--- src/rtl/conv_pkg.sv ---
// Shared constants, kernel-mode encoding and window helpers for the 3x3 filter stage.
package conv_pkg;

    localparam int PIX_W = 12;
    localparam int CH_W  = 4;
    localparam int WIN_N = 9;
    localparam int WIN_W = WIN_N * PIX_W;

    typedef enum logic [1:0] {
        MODE_PASS  = 2'd0,
        MODE_GAUSS = 2'd1,
        MODE_SHARP = 2'd2,
        MODE_SOBEL = 2'd3
    } mode_e;

    // Element k = 3*row + col; channel 0 = B, 1 = G, 2 = R.
    function automatic logic [CH_W-1:0] win_elem(
        input logic [WIN_W-1:0] win,
        input int               k,
        input int               ch
    );
        return win[k*PIX_W + ch*CH_W +: CH_W];
    endfunction

    // a + 2b + c, the 1-2-1 weighting shared by the blur rows and Sobel edges.
    function automatic logic [5:0] wsum3(
        input logic [CH_W-1:0] a,
        input logic [CH_W-1:0] b,
        input logic [CH_W-1:0] c
    );
        return {2'b00, a} + {1'b0, b, 1'b0} + {2'b00, c};
    endfunction

endpackage

--- src/rtl/conv3x3_stage_if.sv ---
// Window-in / pixel-out handshake bundle for conv3x3_stage.
interface conv3x3_stage_if #(
    parameter int PIX_W = 12
) ();

    logic               in_valid;
    logic               in_ready;
    logic [9*PIX_W-1:0] win;
    logic [1:0]         in_mode;
    logic               in_sof;
    logic               in_eol;

    logic               out_valid;
    logic               out_ready;
    logic [PIX_W-1:0]   out_pix;
    logic               out_sof;
    logic               out_eol;

    modport slave (
        input  in_valid, win, in_mode, in_sof, in_eol, out_ready,
        output in_ready, out_valid, out_pix, out_sof, out_eol
    );

    modport master (
        output in_valid, win, in_mode, in_sof, in_eol, out_ready,
        input  in_ready, out_valid, out_pix, out_sof, out_eol
    );

endinterface

--- src/rtl/conv_channel.sv ---
// Three-stage kernel arithmetic for one 4-bit colour channel; the stall enable and the
// mode of the window in S2 come from the shared control pipeline in the top level.
module conv_channel
    import conv_pkg::*;
(
    input  logic            clk,
    input  logic            rst,
    input  logic            en,
    input  logic [CH_W-1:0] c [WIN_N],
    input  mode_e           mode_s2,
    output logic [CH_W-1:0] res
);

    // S1: weighted rows/columns and sharpen terms
    logic [CH_W-1:0] c4_s1_reg;
    logic [5:0]      row0_s1_reg;
    logic [5:0]      row1_s1_reg;
    logic [5:0]      row2_s1_reg;
    logic [5:0]      col0_s1_reg;
    logic [5:0]      col2_s1_reg;
    logic [6:0]      p5_s1_reg;
    logic [5:0]      n4_s1_reg;

    // S2: totals and Sobel magnitudes
    logic [CH_W-1:0]   c4_s2_reg;
    logic [7:0]        gsum_s2_reg;
    logic signed [7:0] sharp_s2_reg;
    logic [5:0]        ax_s2_reg;
    logic [5:0]        ay_s2_reg;

    logic [6:0]      gx_next;
    logic [6:0]      gy_next;
    logic [7:0]      g_rnd;
    logic [6:0]      m_sum;
    logic [6:0]      m_q;
    logic [CH_W-1:0] res_next;
    logic [CH_W-1:0] res_reg;

    function automatic logic [5:0] abs7(input logic [6:0] v);
        return 6'(v[6] ? (7'd0 - v) : v);
    endfunction

    // Gx pairs the weighted right/left columns, Gy the bottom/top rows.
    assign gx_next = {1'b0, col2_s1_reg} - {1'b0, col0_s1_reg};
    assign gy_next = {1'b0, row2_s1_reg} - {1'b0, row0_s1_reg};

    always_ff @(posedge clk or negedge rst) begin
        if (!rst) begin
            c4_s1_reg    <= '0;
            row0_s1_reg  <= '0;
            row1_s1_reg  <= '0;
            row2_s1_reg  <= '0;
            col0_s1_reg  <= '0;
            col2_s1_reg  <= '0;
            p5_s1_reg    <= '0;
            n4_s1_reg    <= '0;
            c4_s2_reg    <= '0;
            gsum_s2_reg  <= '0;
            sharp_s2_reg <= '0;
            ax_s2_reg    <= '0;
            ay_s2_reg    <= '0;
            res_reg      <= '0;
        end else if (en) begin
            c4_s1_reg    <= c[4];
            row0_s1_reg  <= wsum3(c[0], c[1], c[2]);
            row1_s1_reg  <= wsum3(c[3], c[4], c[5]);
            row2_s1_reg  <= wsum3(c[6], c[7], c[8]);
            col0_s1_reg  <= wsum3(c[0], c[3], c[6]);
            col2_s1_reg  <= wsum3(c[2], c[5], c[8]);
            p5_s1_reg    <= {3'b000, c[4]} + {1'b0, c[4], 2'b00};
            n4_s1_reg    <= {2'b00, c[1]} + {2'b00, c[3]} + {2'b00, c[5]} + {2'b00, c[7]};

            c4_s2_reg    <= c4_s1_reg;
            gsum_s2_reg  <= {2'b00, row0_s1_reg} + {1'b0, row1_s1_reg, 1'b0} + {2'b00, row2_s1_reg};
            sharp_s2_reg <= $signed({1'b0, p5_s1_reg}) - $signed({2'b00, n4_s1_reg});
            ax_s2_reg    <= abs7(gx_next);
            ay_s2_reg    <= abs7(gy_next);

            res_reg      <= res_next;
        end
    end

    // S3: gsum tops out at 240, so the rounded value already fits in four bits.
    always_comb begin
        res_next = '0;
        g_rnd    = gsum_s2_reg + 8'd8;
        m_sum    = {1'b0, ax_s2_reg} + {1'b0, ay_s2_reg};
        m_q      = m_sum >> 2;
        case (mode_s2)
            MODE_PASS:  res_next = c4_s2_reg;
            MODE_GAUSS: res_next = 4'(g_rnd >> 4);
            MODE_SHARP: begin
                if (sharp_s2_reg < 8'sd0)
                    res_next = '0;
                else if (sharp_s2_reg > 8'sd15)
                    res_next = 4'hF;
                else
                    res_next = 4'(sharp_s2_reg);
            end
            MODE_SOBEL: res_next = (m_q > 7'd15) ? 4'hF : 4'(m_q);
            default:    res_next = '0;
        endcase
    end

    assign res = res_reg;

endmodule

--- src/rtl/conv3x3_stage.sv ---
// Pipelined 3x3 RGB444 kernel filter: shared valid/mode/sideband pipeline and
// handshake, with one conv_channel per colour channel.
module conv3x3_stage #(
    parameter int PIX_W = 12,
    parameter int CH_W  = 4
) (
    input  logic           clk,
    input  logic           rst,
    conv3x3_stage_if.slave bus
);
    import conv_pkg::mode_e;
    import conv_pkg::MODE_PASS;
    import conv_pkg::WIN_N;
    import conv_pkg::win_elem;

    logic            advance;
    logic            v1_reg;
    logic            v2_reg;
    logic            ov_reg;
    mode_e           mode1_reg;
    mode_e           mode2_reg;
    logic            sof1_reg;
    logic            sof2_reg;
    logic            sof3_reg;
    logic            eol1_reg;
    logic            eol2_reg;
    logic            eol3_reg;
    logic [CH_W-1:0] ch_res [3];
    logic [PIX_W-1:0] pix_w;

    // Whole pipeline moves as one; bubbles are kept so timing stays fixed.
    assign advance      = !ov_reg || bus.out_ready;
    assign bus.in_ready = advance;

    always_ff @(posedge clk or negedge rst) begin
        if (!rst) begin
            v1_reg    <= 1'b0;
            v2_reg    <= 1'b0;
            ov_reg    <= 1'b0;
            mode1_reg <= MODE_PASS;
            mode2_reg <= MODE_PASS;
            sof1_reg  <= 1'b0;
            sof2_reg  <= 1'b0;
            sof3_reg  <= 1'b0;
            eol1_reg  <= 1'b0;
            eol2_reg  <= 1'b0;
            eol3_reg  <= 1'b0;
        end else if (advance) begin
            v1_reg    <= bus.in_valid;
            v2_reg    <= v1_reg;
            ov_reg    <= v2_reg;
            mode1_reg <= mode_e'(bus.in_mode);
            mode2_reg <= mode1_reg;
            sof1_reg  <= bus.in_valid & bus.in_sof;
            sof2_reg  <= sof1_reg;
            sof3_reg  <= sof2_reg;
            eol1_reg  <= bus.in_valid & bus.in_eol;
            eol2_reg  <= eol1_reg;
            eol3_reg  <= eol2_reg;
        end
    end

    generate
        for (genvar gi = 0; gi < 3; gi++) begin : g_ch
            logic [CH_W-1:0] elem [WIN_N];
            for (genvar gj = 0; gj < WIN_N; gj++) begin : g_elem
                assign elem[gj] = win_elem(bus.win, gj, gi);
            end
            conv_channel u_ch (
                .clk     (clk),
                .rst     (rst),
                .en      (advance),
                .c       (elem),
                .mode_s2 (mode2_reg),
                .res     (ch_res[gi])
            );
        end
    endgenerate

    assign pix_w         = {ch_res[2], ch_res[1], ch_res[0]};
    assign bus.out_pix   = pix_w;
    assign bus.out_valid = ov_reg;
    assign bus.out_sof   = sof3_reg;
    assign bus.out_eol   = eol3_reg;

endmodule

--- src/flat_wrapper.sv ---
// flat-port wrapper written by rule: the top's interface ports become plain ports
module conv3x3_stage_flat import conv_pkg::mode_e; import conv_pkg::MODE_PASS; import conv_pkg::WIN_N; import conv_pkg::win_elem;
#(
    parameter int PIX_W = 12,
    parameter int CH_W  = 4
)
  (clk, rst, bus_in_valid, bus_win, bus_in_mode, bus_in_sof, bus_in_eol, bus_out_ready, bus_in_ready, bus_out_valid, bus_out_pix, bus_out_sof, bus_out_eol);
  conv3x3_stage_if #(.PIX_W(PIX_W)) bus_i ();
  input  logic clk;
  input  logic rst;
  input wire logic [$bits(bus_i.in_valid)-1:0] bus_in_valid;
  input wire logic [$bits(bus_i.win)-1:0] bus_win;
  input wire logic [$bits(bus_i.in_mode)-1:0] bus_in_mode;
  input wire logic [$bits(bus_i.in_sof)-1:0] bus_in_sof;
  input wire logic [$bits(bus_i.in_eol)-1:0] bus_in_eol;
  input wire logic [$bits(bus_i.out_ready)-1:0] bus_out_ready;
  output wire logic [$bits(bus_i.in_ready)-1:0] bus_in_ready;
  output wire logic [$bits(bus_i.out_valid)-1:0] bus_out_valid;
  output wire logic [$bits(bus_i.out_pix)-1:0] bus_out_pix;
  output wire logic [$bits(bus_i.out_sof)-1:0] bus_out_sof;
  output wire logic [$bits(bus_i.out_eol)-1:0] bus_out_eol;
  assign bus_i.in_valid = bus_in_valid;
  assign bus_i.win = bus_win;
  assign bus_i.in_mode = bus_in_mode;
  assign bus_i.in_sof = bus_in_sof;
  assign bus_i.in_eol = bus_in_eol;
  assign bus_i.out_ready = bus_out_ready;
  assign bus_in_ready = bus_i.in_ready;
  assign bus_out_valid = bus_i.out_valid;
  assign bus_out_pix = bus_i.out_pix;
  assign bus_out_sof = bus_i.out_sof;
  assign bus_out_eol = bus_i.out_eol;
  conv3x3_stage #(.PIX_W(PIX_W), .CH_W(CH_W)) u_core (.clk(clk), .rst(rst), .bus(bus_i));
endmodule
--- config.mk ---
export PLATFORM = sky130hd
export DESIGN_NAME = conv3x3_stage_flat
export DESIGN_NICKNAME = d
export VERILOG_FILES = /design/src/rtl/conv_pkg.sv /design/src/rtl/conv3x3_stage_if.sv /design/src/rtl/conv_channel.sv /design/src/rtl/conv3x3_stage.sv /design/src/flat_wrapper.sv
export SDC_FILE = /design/constraint.sdc
export NUM_CORES = 1
export LEC_CHECK = 0
export CAP_MARGIN = 25
export CORE_ASPECT_RATIO = 1.25
export CORE_UTILIZATION = 45
export CTS_CLUSTER_SIZE = 40
export DETAILED_ROUTE_END_ITERATION = 7
export PLACE_DENSITY = 0.7
export SETUP_SLACK_MARGIN = 0.1
export SYNTH_ARGS = -nofsm -noshare
export SYNTH_HDL_FRONTEND = slang
export SYNTH_SLANG_ARGS = --single-unit
--- constraint.sdc ---
create_clock -name clk -period 3.7 [get_ports clk]
set_input_delay 0.37 -clock clk [delete_from_list [all_inputs] [get_ports clk]]
set_output_delay 0.37 -clock clk [all_outputs]
set_load 0.1 [all_outputs]
==> flow_summary.ini <==
[run]
max_cap_viol_count = 0

[timing]
period_minus_slack_ns = 2.54
tightestPinTransition_ns = 1.07
fin_setup_tns_ns = 0
fin_worst_skew_ns = 0.0296
finalHoldViolCount = 0
slew_headroom = 0.284
hold_slack_ns = 0.369
finalSetupViolCount = 0
slew_violations = 0
fmax_mhz = 394
fin_crit_sh = 0.687
rsz0062_at_grt = no

[synthesis]
ys_seq_elements = 247
async_flop_share = 1.00
synth_top_area_frac = 0.356
synth_edf_count = 0
syn_area_per_cell_um2 = 9.52
synthMuxAreaShare = 0.00296
ys_types = 52
synth_top_family_by_area = adder cells
synthAdderAreaFrac = 0.267
synth_xor_area_frac = 0.0515
ys.flop_type = dfrtp_1
syn-cell-area_um2 = 17300
synth_compound_area_frac = 0.151
synthTopCellsByArea = dfrtp_1 (36%), ha_1 (14%), fa_1 (13%)
ys_seq_area_frac = 0.356
yosysWarningCount = 0
yosys.area_share.simple = 0.122
synth_largest_area_cell = dfrtp_1
syn_inst = 1823
synth_nets = 2242

[critical_path]
crit_buf_inv = 1
cp.arrival_ns = 2.17
reg2regPathDepth = 8
path_cells = clkdlybuf4s50_1
reg2reg_to = u_core.g_ch[0].u_ch.gsum_s2_reg[7]
worst_setup_path_start_kind = register
required_ns = 3.33
crit_path_end_kind = output pin
critPathTopFamily = buffers and inverters
slowest_delay_ns = 1.17
critPathKind = reg -> out
crit_fanout = 2
timing.rr.start = u_core.g_ch[0].u_ch.row0_s1_reg[2]
reg2reg_slack_ns = 1.18
cpMaxStageDelayCell = clkdlybuf4s50_1

[hold_path]
whs_endpoint = u_core.mode1_reg[1]
hold_path_startpoint = bus_in_mode[1]
hold_class = in -> reg
hold_path_depth = 3

[routing]
met2_length_mm = 19.7
route.vias.total = 13000
met1_length_mm = 17.4
final_antenna_net_count = 0
drc = 0
wirelength_mm = 39.7
drt_iter0_markers = 650
dr.pass1.iters = 5
dr_wl_met3_mm = 1.46
top_layer_used = met4
via_per_inst = 5.32
avgRoutedWirePerCell_um = 16.2

[cells_and_area]
drive_above_1_share = 0.0383
fillerInstances = 3380
largest_reg_flops = 24
layout.nets = 2353
layout.cells.non_filler = 2448
num_antenna_cells = 0
areaGrowthSynthToFinish_pct = 16.6

[pwr]
max-vdd-ir-drop_mv = 0.385
power_leakage_nw = 9.36
p_per_area_nw_per_um2 = 868

[clock_tree]
cts_tree = built
clockRootBuffer = clkbuf_16
cts_buffer_depth = 3
cts_sinks = 247
cts_made_buffers = 28
clock_latency_ns = 0.57
path_clk_slew_ns = 0.06
cts_setup_buffers = 0
htreeDepth = 1

[floorplanning]
die_h_um = 222
core_um2 = 38000
die_x_um = 178
rows = 80
dieArea_um2 = 39300
ios = 132
start_util = 0.456

[place]
io_buffers = 131
gp_congestion = 0.893
placed_cells = 2395
hpwl_mm = 29.6

[global_routing]
grt_max_degree = 225
track_usage = 0.210
grt_pass1_vias = 13500
antenna_found_initial = 0
grt_pass1_wl_mm = 66.8
grt_overflow_total = 0

[run_status]
status = completed
==> worst max path at each step <==
stage                                           from                                to  cells after the start
final                     u_core.g_ch[2].u_ch.res[2]                   bus_out_pix[10]                      1
after global routing                     bus_win[37]  u_core.g_ch[0].u_ch.n4_s1_reg[5]                      9
after CTS                 u_core.g_ch[2].u_ch.res[2]                   bus_out_pix[10]                      1
after detailed placement                 bus_win[37]  u_core.g_ch[0].u_ch.n4_s1_reg[5]                      9
after global placement                   bus_win[37]  u_core.g_ch[0].u_ch.n4_s1_reg[5]                      9
after floorplan                 u_core.bus.out_valid                      bus_in_ready                      6
==> cells in the final DEF (no fill, tap or decap), types with 7 or more instances in the layout <==
cell type          n
a211oi_1           7
a21o_1            27
a21oi_1          160
a22oi_1           11
a31oi_1           11
and3_1            10
clkbuf_16         28
clkbuf_8          10
clkdlybuf4s50_1  129
dfrtp_1          247
fa_1             111
ha_1             192
inv_1            159
nand2_1          247
nand2b_1           9
nand3_1           18
nor2_1           142
nor2b_1           35
o21a_1            17
o21ai_0          140
o21ai_1            8
o21bai_1           8
o22ai_1            7
o31ai_1           15
or3_1             10
xnor2_1           44
xor2_1            58
==> synthesized netlist by cell type, drive strengths merged, types with 25 or more instances <==
master and number:
a21o 27, a21oi 166, buf 25, clkbuf 35, dfrtp 247, fa 111, ha 192, inv 160
nand2 247, nor2 146, nor2b 36, o21ai 148, xnor2 44, xor2 58
==> cell type report <==
type,instances,area [µm²],area share
inverter,161,612,0.0303
tap,492,616,0.0304
timing repair buffer,141,1440,0.0713
clock inverter,12,205,0.0101
clock buffer,40,846,0.0418
sequential,247,6180,0.306
multi-input combinational,1355,10300,0.510
==> report_power, final <==
group	internal, mW	switching, mW	total [mW]
logic	4.08	5.65	9.74
registers	3.88	0.832	4.72
clock network	1.94	1.16	3.10
==> layer usage <==
metal  up-vias  global-route usage
li1       6362                   -
met1      6359               0.273
met2       234               0.360
met3        75              0.0247
met4         0              0.0675
met5         -                   0
==> through the flow <==
stage | setup slack (ns) | instance area (µm²) | util | power [mW]
2_1_floorplan | 1.24 | 17300 | - | 12.1
5_1_grt | 1.01 | 20200 | 0.532 | 19.2
3_5_place_dp | 0.609 | 19200 | 0.504 | 14.5
3_3_place_gp | 0.658 | 19200 | 0.504 | 14.1
4_1_cts | 1.13 | 20200 | 0.532 | 17.7
6_report | 1.16 | 20200 | 0.532 | 17.6
==> kinds of logic (layout without fill, tap and decap cells) <==
family,after synthesis,after routing
fa+ha+maj,303,303
simple gates,496,496
xor+xnor,102,102
buf+inv,221,354
flops,247,247
compound gates,449,449
mux,5,5
==> worst min-delay path: stages <==
cell,delay (ns)
clkdlybuf4s50_1,0.40
nand2_1,0.06
nand2_1,0.05
==> timing repair <==
| action | 4_1_cts | 5_1_grt |
|---|---|---|
| gates resized for setup | 0 | 0 |
| hold endpoints to repair | 84 | 0 |
| hold buffers | 1 | 0 |
(Power assumes the default switching activity.)
